$ cat src/rtl/jt49_exp_mix.sv
// Time-multiplexed log-to-linear volume expander and mixer.
// Scans CH channel levels through a 1.5 dB/step ROM and sums them into dout.
module jt49_exp_mix #(
  parameter int CH = 3,
  parameter int SW = 12
) (
  input  logic              clk,
  input  logic              rst_n,
  input  logic              cen,
  input  logic [5*CH-1:0]   lvl,
  input  logic [CH-1:0]     mode,
  input  logic [CH-1:0]     mute,
  output logic [10*CH-1:0]  ch_lin,
  output logic [SW-1:0]     dout,
  output logic              sample
);

  localparam int IW = (CH > 1) ? $clog2(CH) : 1;
  localparam logic [IW-1:0] LAST = IW'(CH - 1);

  // 1023 * 2^((n-31)/4), rounded half up
  function automatic logic [9:0] lin_tab(input logic [4:0] m);
    logic [9:0] t;
    case (m)
      5'd0:  t = 10'd0;
      5'd1:  t = 10'd6;
      5'd2:  t = 10'd7;
      5'd3:  t = 10'd8;
      5'd4:  t = 10'd10;
      5'd5:  t = 10'd11;
      5'd6:  t = 10'd13;
      5'd7:  t = 10'd16;
      5'd8:  t = 10'd19;
      5'd9:  t = 10'd23;
      5'd10: t = 10'd27;
      5'd11: t = 10'd32;
      5'd12: t = 10'd38;
      5'd13: t = 10'd45;
      5'd14: t = 10'd54;
      5'd15: t = 10'd64;
      5'd16: t = 10'd76;
      5'd17: t = 10'd90;
      5'd18: t = 10'd108;
      5'd19: t = 10'd128;
      5'd20: t = 10'd152;
      5'd21: t = 10'd181;
      5'd22: t = 10'd215;
      5'd23: t = 10'd256;
      5'd24: t = 10'd304;
      5'd25: t = 10'd362;
      5'd26: t = 10'd430;
      5'd27: t = 10'd512;
      5'd28: t = 10'd608;
      5'd29: t = 10'd723;
      5'd30: t = 10'd860;
      default: t = 10'd1023;
    endcase
    return t;
  endfunction

  logic [5*CH-1:0] map_flat;
  logic [4:0]      m_sel;

  logic [IW-1:0]   idx;
  logic [IW-1:0]   idx_a;
  logic [IW-1:0]   idx_b;
  logic [4:0]      m_r;
  logic [9:0]      lin_r;
  logic            va;
  logic            vb;
  logic [SW-1:0]   acc;

  // Per-channel level mapping; 4-bit volumes land on odd table entries
  generate
    for (genvar gi = 0; gi < CH; gi++) begin : g_map
      logic [4:0] m;
      always_comb begin
        m = lvl[5*gi +: 5];
        if (mute[gi]) begin
          m = 5'd0;
        end else if (mode[gi]) begin
          m = (lvl[5*gi +: 4] == 4'd0) ? 5'd0 : {lvl[5*gi +: 4], 1'b1};
        end
      end
      assign map_flat[5*gi +: 5] = m;
    end
  endgenerate

  always_comb begin
    m_sel = 5'd0;
    for (int c = 0; c < CH; c++) begin
      if (idx == IW'(c)) m_sel = map_flat[5*c +: 5];
    end
  end

  always_ff @(posedge clk or negedge rst_n) begin
    if (!rst_n) begin
      idx    <= '0;
      idx_a  <= '0;
      idx_b  <= '0;
      m_r    <= 5'd0;
      lin_r  <= 10'd0;
      va     <= 1'b0;
      vb     <= 1'b0;
      acc    <= '0;
      dout   <= '0;
      sample <= 1'b0;
    end else begin
      sample <= 1'b0;
      if (cen) begin
        // stage A
        m_r   <= m_sel;
        idx_a <= idx;
        va    <= 1'b1;
        idx   <= (idx == LAST) ? '0 : idx + 1'b1;
        // stage B
        lin_r <= lin_tab(m_r);
        idx_b <= idx_a;
        vb    <= va;
        // stage C
        if (vb) begin
          acc <= (idx_b == '0) ? SW'(lin_r) : acc + SW'(lin_r);
          if (idx_b == LAST) begin
            dout   <= ((idx_b == '0) ? '0 : acc) + SW'(lin_r);
            sample <= 1'b1;
          end
        end
      end
    end
  end

  generate
    for (genvar gi = 0; gi < CH; gi++) begin : g_lin
      logic [9:0] lin_q;
      always_ff @(posedge clk or negedge rst_n) begin
        if (!rst_n) begin
          lin_q <= 10'd0;
        end else if (cen && vb && idx_b == IW'(gi)) begin
          lin_q <= lin_r;
        end
      end
      assign ch_lin[10*gi +: 10] = lin_q;
    end
  endgenerate

endmodule

$ cat config.mk
export PLATFORM = sky130hd
export DESIGN_NAME = jt49_exp_mix
export DESIGN_NICKNAME = d
export VERILOG_FILES = /design/src/rtl/jt49_exp_mix.sv
export SDC_FILE = /design/constraint.sdc
export NUM_CORES = 1
export LEC_CHECK = 0
export BUFFER_PORTS_ARGS = -buffer_cell sky130_fd_sc_hd__buf_2
export CORE_MARGIN = 5
export CORE_UTILIZATION = 45
export CTS_CLUSTER_DIAMETER = 40
export DETAILED_ROUTE_END_ITERATION = 12
export PLACE_DENSITY = 0.73
export SLEW_MARGIN = 20
export SYNTH_ARGS = -nofsm -noshare
export SYNTH_HDL_FRONTEND = slang
export SYNTH_SLANG_ARGS = --single-unit
$ cat constraint.sdc
create_clock -name clk -period 7.15 [get_ports clk]
set_input_delay 1.43 -clock clk [delete_from_list [all_inputs] [get_ports clk]]
set_output_delay 1.43 -clock clk [all_outputs]
set_load 0.02 [all_outputs]
Word-level counts from Yosys, hierarchy flattened. Memories as Yosys holds them, arrays and structs flattened. A register that Yosys moved wholly into a read port is not among the register bits. Index checks and enable logic that the tools add are counted.

Bits in registers: 68. Bits in read-only memories: 320. Word-level logic and storage cells: 50. Memories: 1.

$add $sub $neg: 3. Equal/unequal tests: 4. Mux-type cells: 18. Reductions and logical operators: 12.

Memories: (name not given) (depth 32, width 10, read ports 1, clocked after Yosys merged registers in 1, wr ports 0, line 24) `case (m)`.

Operator list (number): $mux 5 (12); $add 12x10->12 (2); $mux 12 (2); $logic_not 4->1 (3); $eq 2x1->1 const B (2); $eq 2x2->1 const B (2); $logic_and 1x1->1 (4); $logic_not 2->1 (2); $mux 1 (3); $reduce_and 3->1 (1); $add 2x1->2 const B (1); $mux 2 (1); $reduce_and 2->1 (1); $logic_not 1->1 (1).

Longest topological paths before layout. Gate-level depths: netlist of the first run.

Depth after elaboration: 7. Depth in mapped cells: 12.

Least setup slack after synthesis of the first run. Ideal clock, no wire load.

Path kind: register to register. Start: register idx_b[1]. End: register dout[8]. Library setup time: 0.127 ns. Data arrival time: 2.599 ns. Data required time: 7.023 ns. Path slack: 4.424 ns. Cell stages (with the launch flop): 13. Period minus slack after synthesis: 2.726 ns. Path through: dfrtp_1 or2_2 buf_4 clkbuf_1 and2_1 ha_1 fa_1 a21o_1 a31oi_1 o21bai_1 a21oi_1 xor2_1 o21ai_0.

Longest elaborated chain between the ends: 3. Elaborated cells on any way between the ends: 5.

Ends and longest elaborated chain: from (decl) (line 66) `logic [IW-1:0] idx_b;`; from (signal assigned) (line 118) `idx_b <= idx_a;`; $logic_not 2->1 (line 124) `dout <= ((idx_b == '0) ? '0 : acc) + SW'(lin_r);`; $mux 12 (line 124); $add 12x10->12 (line 124); to (signal assigned) (line 124); to (decl) (line 14) `output logic [SW-1:0] dout,`.

Several ways; a longest one is shown, not always the timed one. A chain may end at the register's enable or synchronous reset.

Final worst setup path of the first run.
Start: input cen. End: register g_lin[0].lin_q[1].

Longest elaborated chain between the ends: 2.

Ends and longest elaborated chain: from (decl) (line 9) `input logic cen,`; $logic_and 1x1->1 (2 in a row) (line 138) `end else if (cen && vb && idx_b == IW'(gi)) begin`; to (signal assigned) (line 139) `lin_q <= lin_r;`; to (decl) (line 134) `logic [9:0] lin_q;`.

Every way passes these cells.

==> results of run 1 <==
[routing by layer]
layer	share of wire [%]	GRT usage (%)	wire, µm
met1	50	24.6	4980
met2	43	25.5	4370
met3	5.8	3.77	580
met4	1.3	5.75	130
met5	0	0	0
[worst max-delay path, cell delays in order]
cell and delay (ns):
buf_2 0.50, nand2_1 0.46, nor2_2 0.62, mux2_2 0.40
[cell families after synthesis]
group / synth area share (%)
compound gates: 19.6
xor+xnor: 2.69
fa+ha+maj: 7.75
buf+inv: 3.65
flops: 42.9
mux: 8.93
simple gates: 14.5
[where the power goes]
part / internal (W) / switching, W
Sequential: 0.000612 / 0.000182
Clock: 0.000205 / 0.000156
Combinational: 0.000501 / 0.000694
[worst max-delay path by stage]
stage | startpoint | end | slack (ns) | cells past startpoint
floorplan | idx_b[1] | dout[8] | 4.42 | 12
global placement | cen | g_lin[0].lin_q[2] | 3.34 | 4
detailed placement | cen | g_lin[0].lin_q[7] | 3.26 | 4
CTS | cen | g_lin[0].lin_q[2] | 3.63 | 4
global route | cen | g_lin[0].lin_q[1] | 3.72 | 4
finish | cen | g_lin[0].lin_q[1] | 3.95 | 4
[per-stage QoR]
stage	total power, W	hold WS, ns	worst slack (ns)
global placement	0.00196	0.445	3.34
detailed placement	0.00199	0.448	3.26
CTS	0.00236	0.482	3.63
floorplan	0.00168	0.431	4.42
global route	0.00256	0.495	3.72
finish	0.00235	0.478	3.95
[sequential cells by signal (all words and copies together), names as in the netlist]
register	cells
g_lin.lin_q	30
acc	12
dout	12
lin_r	10
m_r	5
idx	2
idx_a	2
idx_b	2
sample	1
va	1
vb	1
[layout by cell type (no fill, tap or decap), drive strengths merged, types with 2 or more instances in the layout]
| master | count |
|---|---|
| dfrtp | 78 |
| nand2 | 68 |
| buf | 67 |
| o21ai | 56 |
| a21oi | 41 |
| nor2 | 32 |
| ha | 25 |
| mux2 | 19 |
| mux2i | 17 |
| inv | 16 |
| clkbuf | 12 |
| and2 | 11 |
| xor2 | 9 |
| a211oi | 7 |
| o22ai | 6 |
| o211ai | 6 |
| nand3 | 6 |
| xnor2 | 5 |
| or3 | 5 |
| nor2b | 5 |
| o2111ai | 4 |
| a21o | 4 |
| or2 | 3 |
| nand2b | 3 |
| a22oi | 3 |
| o31ai | 3 |
| o21a | 3 |
| nand3b | 2 |
| and3 | 2 |
| nand4 | 2 |
| a31oi | 2 |
| or3b | 2 |
| fa | 2 |
| bufinv | 2 |
| clkinv | 2 |
| a41oi | 2 |
| a21boi | 2 |
| o31a | 2 |
[final cells by class]
type,count,area [µm²]
inverter,16,60.1
multi-input combinational,369,2440
clock buffer,12,145
timing repair buffer,67,340
tap,133,166
fill,940,4650
clock inverter,4,70.1
sequential,78,1950
[synthesized netlist by cell type (5+ instances only)]
master | number | area share, %
nor2_1 | 32 | 2.6
and2_1 | 11 | 1.5
o21ai_0 | 52 | 5.7
clkbuf_1 | 13 | 1.1
a211oi_1 | 7 | 1.2
nand2_1 | 68 | 5.6
or3_1 | 5 | 0.69
o211ai_1 | 6 | 0.99
inv_1 | 16 | 1.3
dfrtp_1 | 78 | 43
mux2_2 | 19 | 4.7
xnor2_1 | 5 | 0.96
ha_1 | 25 | 6.9
mux2i_1 | 17 | 3.7
nand3_1 | 6 | 0.66
buf_2 | 7 | 0.77
xor2_1 | 9 | 1.7
o22ai_1 | 6 | 0.82
a21oi_1 | 41 | 4.5
==> summary.md, run 1 <==
| Metric | Value |
|---|---|
| Synth cell types | 54 |
| Setup TNS | 0 ns |
| Worst clock skew | 0.0118 ns |
| Seq/Total Area, Yosys | a little over two fifths |
| Gr usage total | 17.1% |
| DRC violation count after routing | 0 |
| Worst slew pin tran | about 0.96 ns |
| Mapped Nets | around 540 |
| WHS Endpoint | dout[3] |
| Pwr/cell area | ~450 nW/µm² |
| Core ar. | 9820 µm² |
| Via count | 3,622 |
| Hold Path Origin | dout[3] |
| Worst EP arrival | 3.43 ns |
| Crit Reg-Reg Endpoint | dout[8] |
| Outcome | completed |
| Hold Path Stages | 2 |
| Vias in the first global route | between 3,000 and 4,000 |
| Initial DRT Pass Iterations | 4 |
| ANT nets after route | 0 |
| Min cycle time layout | 3.20 ns |
| Top FF cell, synth | dfrtp_1 |
| Post-Place Cells | approximately 660 |
| Synthesis warning total | 0 |
| Share of cells above drive strength 1 | approximately a fifth |
| Post-route core utilization | 52.7% |
| Clock sink total | 78 |
| Setup violators final | 0 |
| CP endpoint kind | register |
| Die Y | between 100 and 150 µm |
| Worst r2r path cells | 10 |
| Largest net degree at the start of global routing | 79 |
| Max clock buf depth | 2 |
| Detailed Place HPWL | about 7.4 mm |
| # diodes | 0 |
| Final critical-path share of the clock period | 44.8% |
| Async set-reset flop share out of synthesis | 100% |
| Number of setup buffers added after CTS | 0 |
| Fin. Hold Viols | 0 |
| Drt initial violations | between 200 and 300 |
| Post-CTS Hold Buffers | 0 |
| Vias/cell | 5.33 |
| Clock buffer count from CTS | 9 |
| Clk slew on worst S/H paths | approximately 0.07 ns |
| Max Fanout on Critical Path | a little over 40 |
| Placement Cell Area | approximately 5000 µm² |
| Gr ovfl total | 0 |
| Clock root buffer | clkbuf_8 |
| CTS tree | yes |
| Post-layout instance area | roughly 5200 µm² |
| Slew headroom | between 30 and 40% |
| Nets | 592 |
| Crit Reg-Reg Startpoint | idx_b[1] |
| CP required | between 7 and 8 ns |
| Number of synthesized flops with an enable pin | 0 |
| Placer Congestion | between 0.8 and 0.9 |
| Leakage | ~2.4 nW |
| Number of max-cap violations | 0 |
| Fmax | roughly 0.31 GHz |
| Die Wd | 111 µm |
| HP Class | register to register |
| Initial antenna violation count | 0 |
| Post-CTS Resized | 0 |
| # H-tree levels | 3 |
| Flop-to-flop setup slack | 4.32 ns |
| Top Ports | between 60 and 70 |
| Mapped Avg Cell Area | just over 9 µm² |
| Global-route wire length before repair | around 17 mm |
| Worst IR Drop VDD | between 0.15 and 0.2 mV |
| Starting Density | 46.4% |
| Setup crit start kind | primary input |
| Rows | 36 |
| Synth Instances | approximately 490 |
| Synthesized area | between 4000 and 5000 µm² |
| Port Buffers | 66 |
| Final wirelength | ~10 mm |
| Pins Over Slew Limit | 0 |
| Die footprint | about 12,000 µm² |
| DR WL/cell | roughly 15 µm |
| Synthesized flop and latch total | 78 |
| Critical path class | primary input to register |
| RSZ-0062 raised after global routing | no |
| Finished Layout Cells | 679 |
| Insertion delay to the later sink of the worst-skew pair | between 0.3 and 0.4 ns |
| Area growth syn-to-layout | 13.6% |
Power figures use the tool's default switching activity.
==> run 2, diff against run 1 <==
Clock period 7.15 ns to 3.1 ns, I/O delays scaled along.
==> summary.md, run 2 (synthesis gave the netlist of run 1 again) <==
| Metric | Value |
|---|---|
| Max clock buf depth | 2 (unchanged) |
| HP Class | primary input to async pin |
| CTS tree | yes |
| Pins Over Slew Limit | 0 (unchanged) |
| # diodes | 0 (unchanged) |
| Worst slew pin tran | 0.936 ns (-0.0220 ns) |
| # H-tree levels | 3 (unchanged) |
| DR WL/cell | 15.2 µm (+2.7%) |
| Port Buffers | 66 (unchanged) |
| RSZ-0062 raised after global routing | no |
| Die Y | 111 µm (unchanged) |
| Post-CTS Hold Buffers | 0 (unchanged) |
| Global-route wire length before repair | 17.5 mm (-0.11%) |
| Post-layout instance area | 5190 µm² (+0.41%) |
| Worst r2r path cells | 10 (unchanged) |
| Largest register FFs | 30 (unchanged) |
| Fmax | 0.383 GHz |
| Gr usage total | 17.2% (+0.087 points) |
| Detailed Place HPWL | 7.59 mm (+2.9%) |
| CP endpoint kind | register |
| Gr ovfl total | 0 (unchanged) |
| Crit Reg-Reg Startpoint | idx_b[1] |
| DRC violation count after routing | 0 (unchanged) |
| Finished Layout Cells | 683 (+0.59%) |
| Rows | 36 (unchanged) |
| Placer Congestion | 0.856 (-2.5%) |
| Fillers | 928 (-1.3%) |
| Multi-input gate area | 2430 µm² (-0.10%) |
| Setup crit start kind | register |
| Worst clock skew | 0.00752 ns (-0.00424 ns) |
| Clk slew on worst S/H paths | 0.08 ns (about the same) |
| Final critical-path share of the clock period | between 80 and 90% |
| Setup violators final | 0 (unchanged) |
| Clock sink total | 78 (unchanged) |
| Die Wd | 111 µm (unchanged) |
| CP required | 3.38 ns (-4.00 ns) |
| Top Ports | 67 (unchanged) |
| Clock buffer count from CTS | 9 (unchanged) |
| Post-CTS Resized | 0 (unchanged) |
| Critical path class | register to register |
| Nets | 596 (+0.68%) |
| Max Fanout on Critical Path | 19 (-54%) |
| Die footprint | 12,200 µm² (unchanged) |
| Most frequent cells in the layout | 78 x dfrtp_1, 68 x nand2_1, 65 x buf_2 |
| Post-route core utilization | 52.9% (+0.22 points) |
| Number of max-cap violations | 0 (unchanged) |
| Min cycle time layout | 2.61 ns |
| Worst EP arrival | 2.90 ns (-0.53 ns) |
| Leakage | 2.46 nW (+0.76%) |
| Insertion delay to the later sink of the worst-skew pair | 0.36 ns (about the same) |
| ANT nets after route | 0 (unchanged) |
| Final wirelength | 10.4 mm (+3.3%) |
| Drt initial violations | 290 (+9.4%) |
| Flop-to-flop setup slack | 0.49 ns (-3.83 ns) |
| Number of setup buffers added after CTS | 0 (unchanged) |
| Most common cell after layout, fill and taps aside | dfrtp_1 |
| Top flop regs | g_lin.lin_q: 30 flops, acc: 12 flops, dout: 12 flops |
| Crit Reg-Reg Endpoint | dout[11] |
| Core ar. | 9820 µm² (unchanged) |
| Outcome | completed |
| Pwr/cell area | 1050 nW/µm² (+130%) |
| Initial DRT Pass Iterations | 4 (unchanged) |
| Slew headroom | 37.6% (+1.5 points) |
| Post-Place Cells | 667 (+0.60%) |
| Starting Density | 46.4% (unchanged) |
| Area growth syn-to-layout | 14.0% |
| Worst IR Drop VDD | 0.380 mV (+100%) |
| Initial antenna violation count | 0 (unchanged) |
| Clock root buffer | clkbuf_8 |
| Largest net degree at the start of global routing | 79 (unchanged) |
| Fin. Hold Viols | 0 (unchanged) |
| Placement Cell Area | 4980 µm² (+0.61%) |
| Via count | 3,692 (+1.9%) |
| Vias in the first global route | 3,635 (+2.9%) |
| Storage cell area | 1950 µm² (unchanged) |
| Setup TNS | 0 ns (unchanged) |
| Biggest register | g_lin.lin_q |
| Vias/cell | 5.41 (+1.3%) |
| Share of cells above drive strength 1 | 21.5% (+0.76 points) |
==> run 2: cell count changes in the layout (fill, tap and decap cells not counted), sizes merged <==
cell,delta
buf,+4
bufinv,-1
clkbuf,-1
clkinv,+2
==> run 2: through the flow <==
stage,power [W],hold slack (ns),setup slack (ns)
3_3_place_gp,0.00455,0.445,0.579
2_1_floorplan,0.00386,0.324,0.374
4_1_cts,0.00547,0.450,0.509
6_report,0.00545,0.410,0.489
5_1_grt,0.00591,0.498,0.349
3_5_place_dp,0.00466,0.445,0.528
==> run 2: worst max-delay path by stage <==
| stage | end | cells past startpoint | slack, ns | from |
|---|---|---|---|---|
| 6_report | dout[11] | 10 | 0.49 | idx_b[1] |
| 5_1_grt | dout[11] | 10 | 0.35 | idx_b[1] |
| 4_1_cts | dout[11] | 10 | 0.51 | idx_b[1] |
| 3_5_place_dp | dout[11] | 10 | 0.53 | idx_b[1] |
| 3_3_place_gp | dout[8] | 10 | 0.58 | idx_b[1] |
| 2_1_floorplan | dout[8] | 12 | 0.37 | idx_b[1] |
==> run 2: power by group <==
group	switching, W	internal [W]
clock network	0.000387	0.000416
registers	0.000416	0.00141
logic	0.00164	0.00118
==> run 2: layout make-up <==
cell class	count	area share (%)
multi-input combinational	369	46.9
sequential	78	37.6
timing repair buffer	71	7.13
tap	133	3.20
clock buffer	11	2.92
inverter	16	1.16
clock inverter	5	1.11
==> run 2: layer usage <==
metal	track usage [%]	routed length [µm]
met5	0	0
met4	6.57	209
met3	4.54	624
met2	26.2	4620
met1	23.5	4940
==> run 2: critical path, stage by stage (launching register included) <==
cell and delay [ns]:
dfrtp_1 0.42, or2_2 0.31, buf_4 0.19, and2_1 0.17
ha_1 0.35, a21oi_1 0.24, o21ai_1 0.19, a21boi_1 0.25
o22ai_1 0.12, xor2_1 0.17, o21ai_0 0.13
==> run 3, diff against run 2 <==
Settings changed: PLACE_DENSITY 0.73 to 0.76.
Clock period 3.1 ns to 2.4 ns, I/O delays scaled along.
==> summary.md, run 3 (synthesis gave the netlist of run 1 again) <==
| Metric | Value |
|---|---|
| CP endpoint kind | register |
| HP Class | primary input to async pin |
| Sw Share | 43.6% (-1.1 points) |
| Setup TNS | 0 ns (unchanged) |
| Fmax | 0.420 GHz (+9.7%) |
| Via count | 3,796 (+2.8%) |
| CP required | 2.63 ns (-0.75 ns) |
| Most frequent cells in the layout | 78 x dfrtp_1, 68 x nand2_1, 65 x buf_2 |
| Slew headroom | 58.8% (+21 points) |
| Number of max-cap violations | 0 (unchanged) |
| Pins Over Slew Limit | 0 (unchanged) |
| Post-route core utilization | 55.0% (+2.1 points) |
| Flop-to-flop setup slack | 0.02 ns (-0.47 ns) |
| Share of cells above drive strength 1 | 25.1% (+3.7 points) |
| Cell-internal power | 0.00420 W (+39%) |
| Worst r2r path cells | 10 (unchanged) |
| # diodes | 0 (unchanged) |
| Worst clock skew | 0.0102 ns (+0.00264 ns) |
| Min cycle time layout | 2.38 ns (-0.230 ns) |
| Fillers | 901 (-2.9%) |
| Clk slew on worst S/H paths | 0.08 ns (about the same) |
| Initial DRT Pass Iterations | 5 (+1) |
| Biggest register | g_lin.lin_q |
| Core ar. | 9820 µm² (unchanged) |
| Die footprint | 12,200 µm² (unchanged) |
| Final Power | 0.00745 W (+37%) |
| Drt initial violations | 264 (-9.0%) |
| Setup violators final | 0 (unchanged) |
| Crit Reg-Reg Startpoint | idx_b[1] |
| Pwr/cell area | 1380 nW/µm² (+31%) |
| Largest stage delay, worst path | 0.43 ns (about the same) |
| Clock root buffer | clkbuf_8 |
| Top Ports | 67 (unchanged) |
| Rows | 36 (unchanged) |
| ANT nets after route | 0 (unchanged) |
| Clock buffer count from CTS | 9 (unchanged) |
| Critical path class | register to register |
| Vias in the first global route | 3,785 (+4.1%) |
| Port Buffers | 66 (unchanged) |
| Die Wd | 111 µm (unchanged) |
| Combinational Power Share | 53.2% (+1.4 points) |
| Post-layout instance area | 5400 µm² (+3.9%) |
| Clk pwr share | 16.1% (+1.4 points) |
| Leakage | 2.54 nW (+3.3%) |
| Seq pwr share | 30.6% (-2.9 points) |
| Worst IR Drop VDD | 0.598 mV (+57%) |
| CP delay by family, top | compound AO/OA/AOI/OAI gates |
| Setup crit start kind | register |
| Vias/cell | 5.44 (+0.61%) |
| Gr ovfl total | 0 (unchanged) |
| CP bufs+invs | 0 (-1) |
| Insertion delay to the later sink of the worst-skew pair | 0.35 ns (about the same) |
| Die Y | 111 µm (unchanged) |
| Sw power | 0.00325 W (+33%) |
| DRC violation count after routing | 0 (unchanged) |
| Outcome | completed |
| Clock sink total | 78 (unchanged) |
| Largest register FFs | 30 (unchanged) |
| RSZ-0062 raised after global routing | yes |
| Placer Congestion | 0.889 (+3.9%) |
| Crit Reg-Reg Endpoint | dout[8] |
| CTS tree | yes |
| Worst EP arrival | 2.61 ns (-0.29 ns) |
| # H-tree levels | 3 (unchanged) |
| Max clock buf depth | 2 (unchanged) |
| Gr usage total | 18.0% (+0.78 points) |
| Cell Chain, Critical Path | or2_4 -> and2_4 -> ha_4 -> fa_2 -> a21o_1 -> a31oi_2 -> o21bai_1 -> a21oi_1 -> xor2_1 -> o21ai_1 |
| Max Fanout on Critical Path | 7 (-12) |
| Top flop regs | g_lin.lin_q: 30 flops, acc: 12 flops, dout: 12 flops |
| Final critical-path share of the clock period | 99.2% (+15 points) |
| Area growth syn-to-layout | 18.5% |
| Initial antenna violation count | 0 (unchanged) |
| Starting Density | 46.4% (unchanged) |
| Critical-path top delay cell | dfrtp_1 |
| Placement Cell Area | 5100 µm² (+2.4%) |
| Most common cell after layout, fill and taps aside | dfrtp_1 |
| Fin. Hold Viols | 0 (unchanged) |
| Nets | 611 (+2.5%) |
| DR WL/cell | 15.5 µm (+2.2%) |
| Final wirelength | 10.8 mm (+4.5%) |
| Detailed Place HPWL | 8.00 mm (+5.3%) |
| Largest net degree at the start of global routing | 45 (-43%) |
| Worst slew pin tran | 0.617 ns (-0.319 ns) |
| Global-route wire length before repair | 18.5 mm (+6.1%) |
==> run 3: power by group through the flow <==
stage               clock network (W)  logic (W)  registers [W]
global route                  0.00128    0.00441        0.00237
floorplan                           0    0.00251        0.00255
detailed placement                  0    0.00384        0.00230
finish                        0.00120    0.00397        0.00228
global placement                    0    0.00371        0.00228
CTS                           0.00122    0.00388        0.00228
==> run 3: metal layers <==
metal  up-vias  GRT usage [%]  wire (µm)
li1       1880              -          -
met1      1771           24.8       5040
met2       122           27.8       4810
met3        23           4.60        743
met4         0           5.58        253
met5         -              0          0
==> run 3: worst max path at each step <==
stage,from,cells after the start,to,slack (ns)
floorplan,idx_b[0],12,dout[10],-0.07
global placement,idx_b[1],10,dout[8],0.09
detailed placement,idx_b[1],10,dout[8],0.02
CTS,idx_b[1],10,dout[8],0.03
global route,idx_b[1],10,dout[10],-0.07
finish,idx_b[1],10,dout[8],0.02
==> run 3: cell type report <==
type / count / area, µm² / area share, %
Tap cell: 133 / 166 / 3.08
Sequential cell: 78 / 1950 / 36.2
Inverter: 16 / 60.1 / 1.11
Clock inverter: 7 / 123 / 2.27
Timing Repair Buffer: 86 / 483 / 8.95
Clock buffer: 9 / 124 / 2.30
Multi-Input combinational cell: 369 / 2490 / 46.1
==> run 3: metrics by stage <==
stage               std cells  worst slack, ns  hold WS [ns]
global placement          680           0.0884         0.446
global route              698          -0.0660         0.143
CTS                       696           0.0325         0.131
finish                    698           0.0192         0.108
floorplan                 487          -0.0718         0.184
detailed placement        680           0.0222         0.448
==> run 3: worst register-to-register path: stages, from the launching register on <==
cell and delay, ns:
dfrtp_1 0.43, or2_4 0.27, and2_4 0.15, ha_4 0.16, fa_2 0.36, a21o_1 0.23
a31oi_2 0.18, o21bai_1 0.09, a21oi_1 0.16, xor2_1 0.17, o21ai_1 0.07
==> run 3: what timing repair did <==
item | in CTS | in global routing
hold buffers | 0 | 0
buffers inserted | 0 | 2
pin swaps | 0 | 1
resized for setup | 1 | 7
cloned | 0 | 0
setup endpoints to repair | 1 | 4
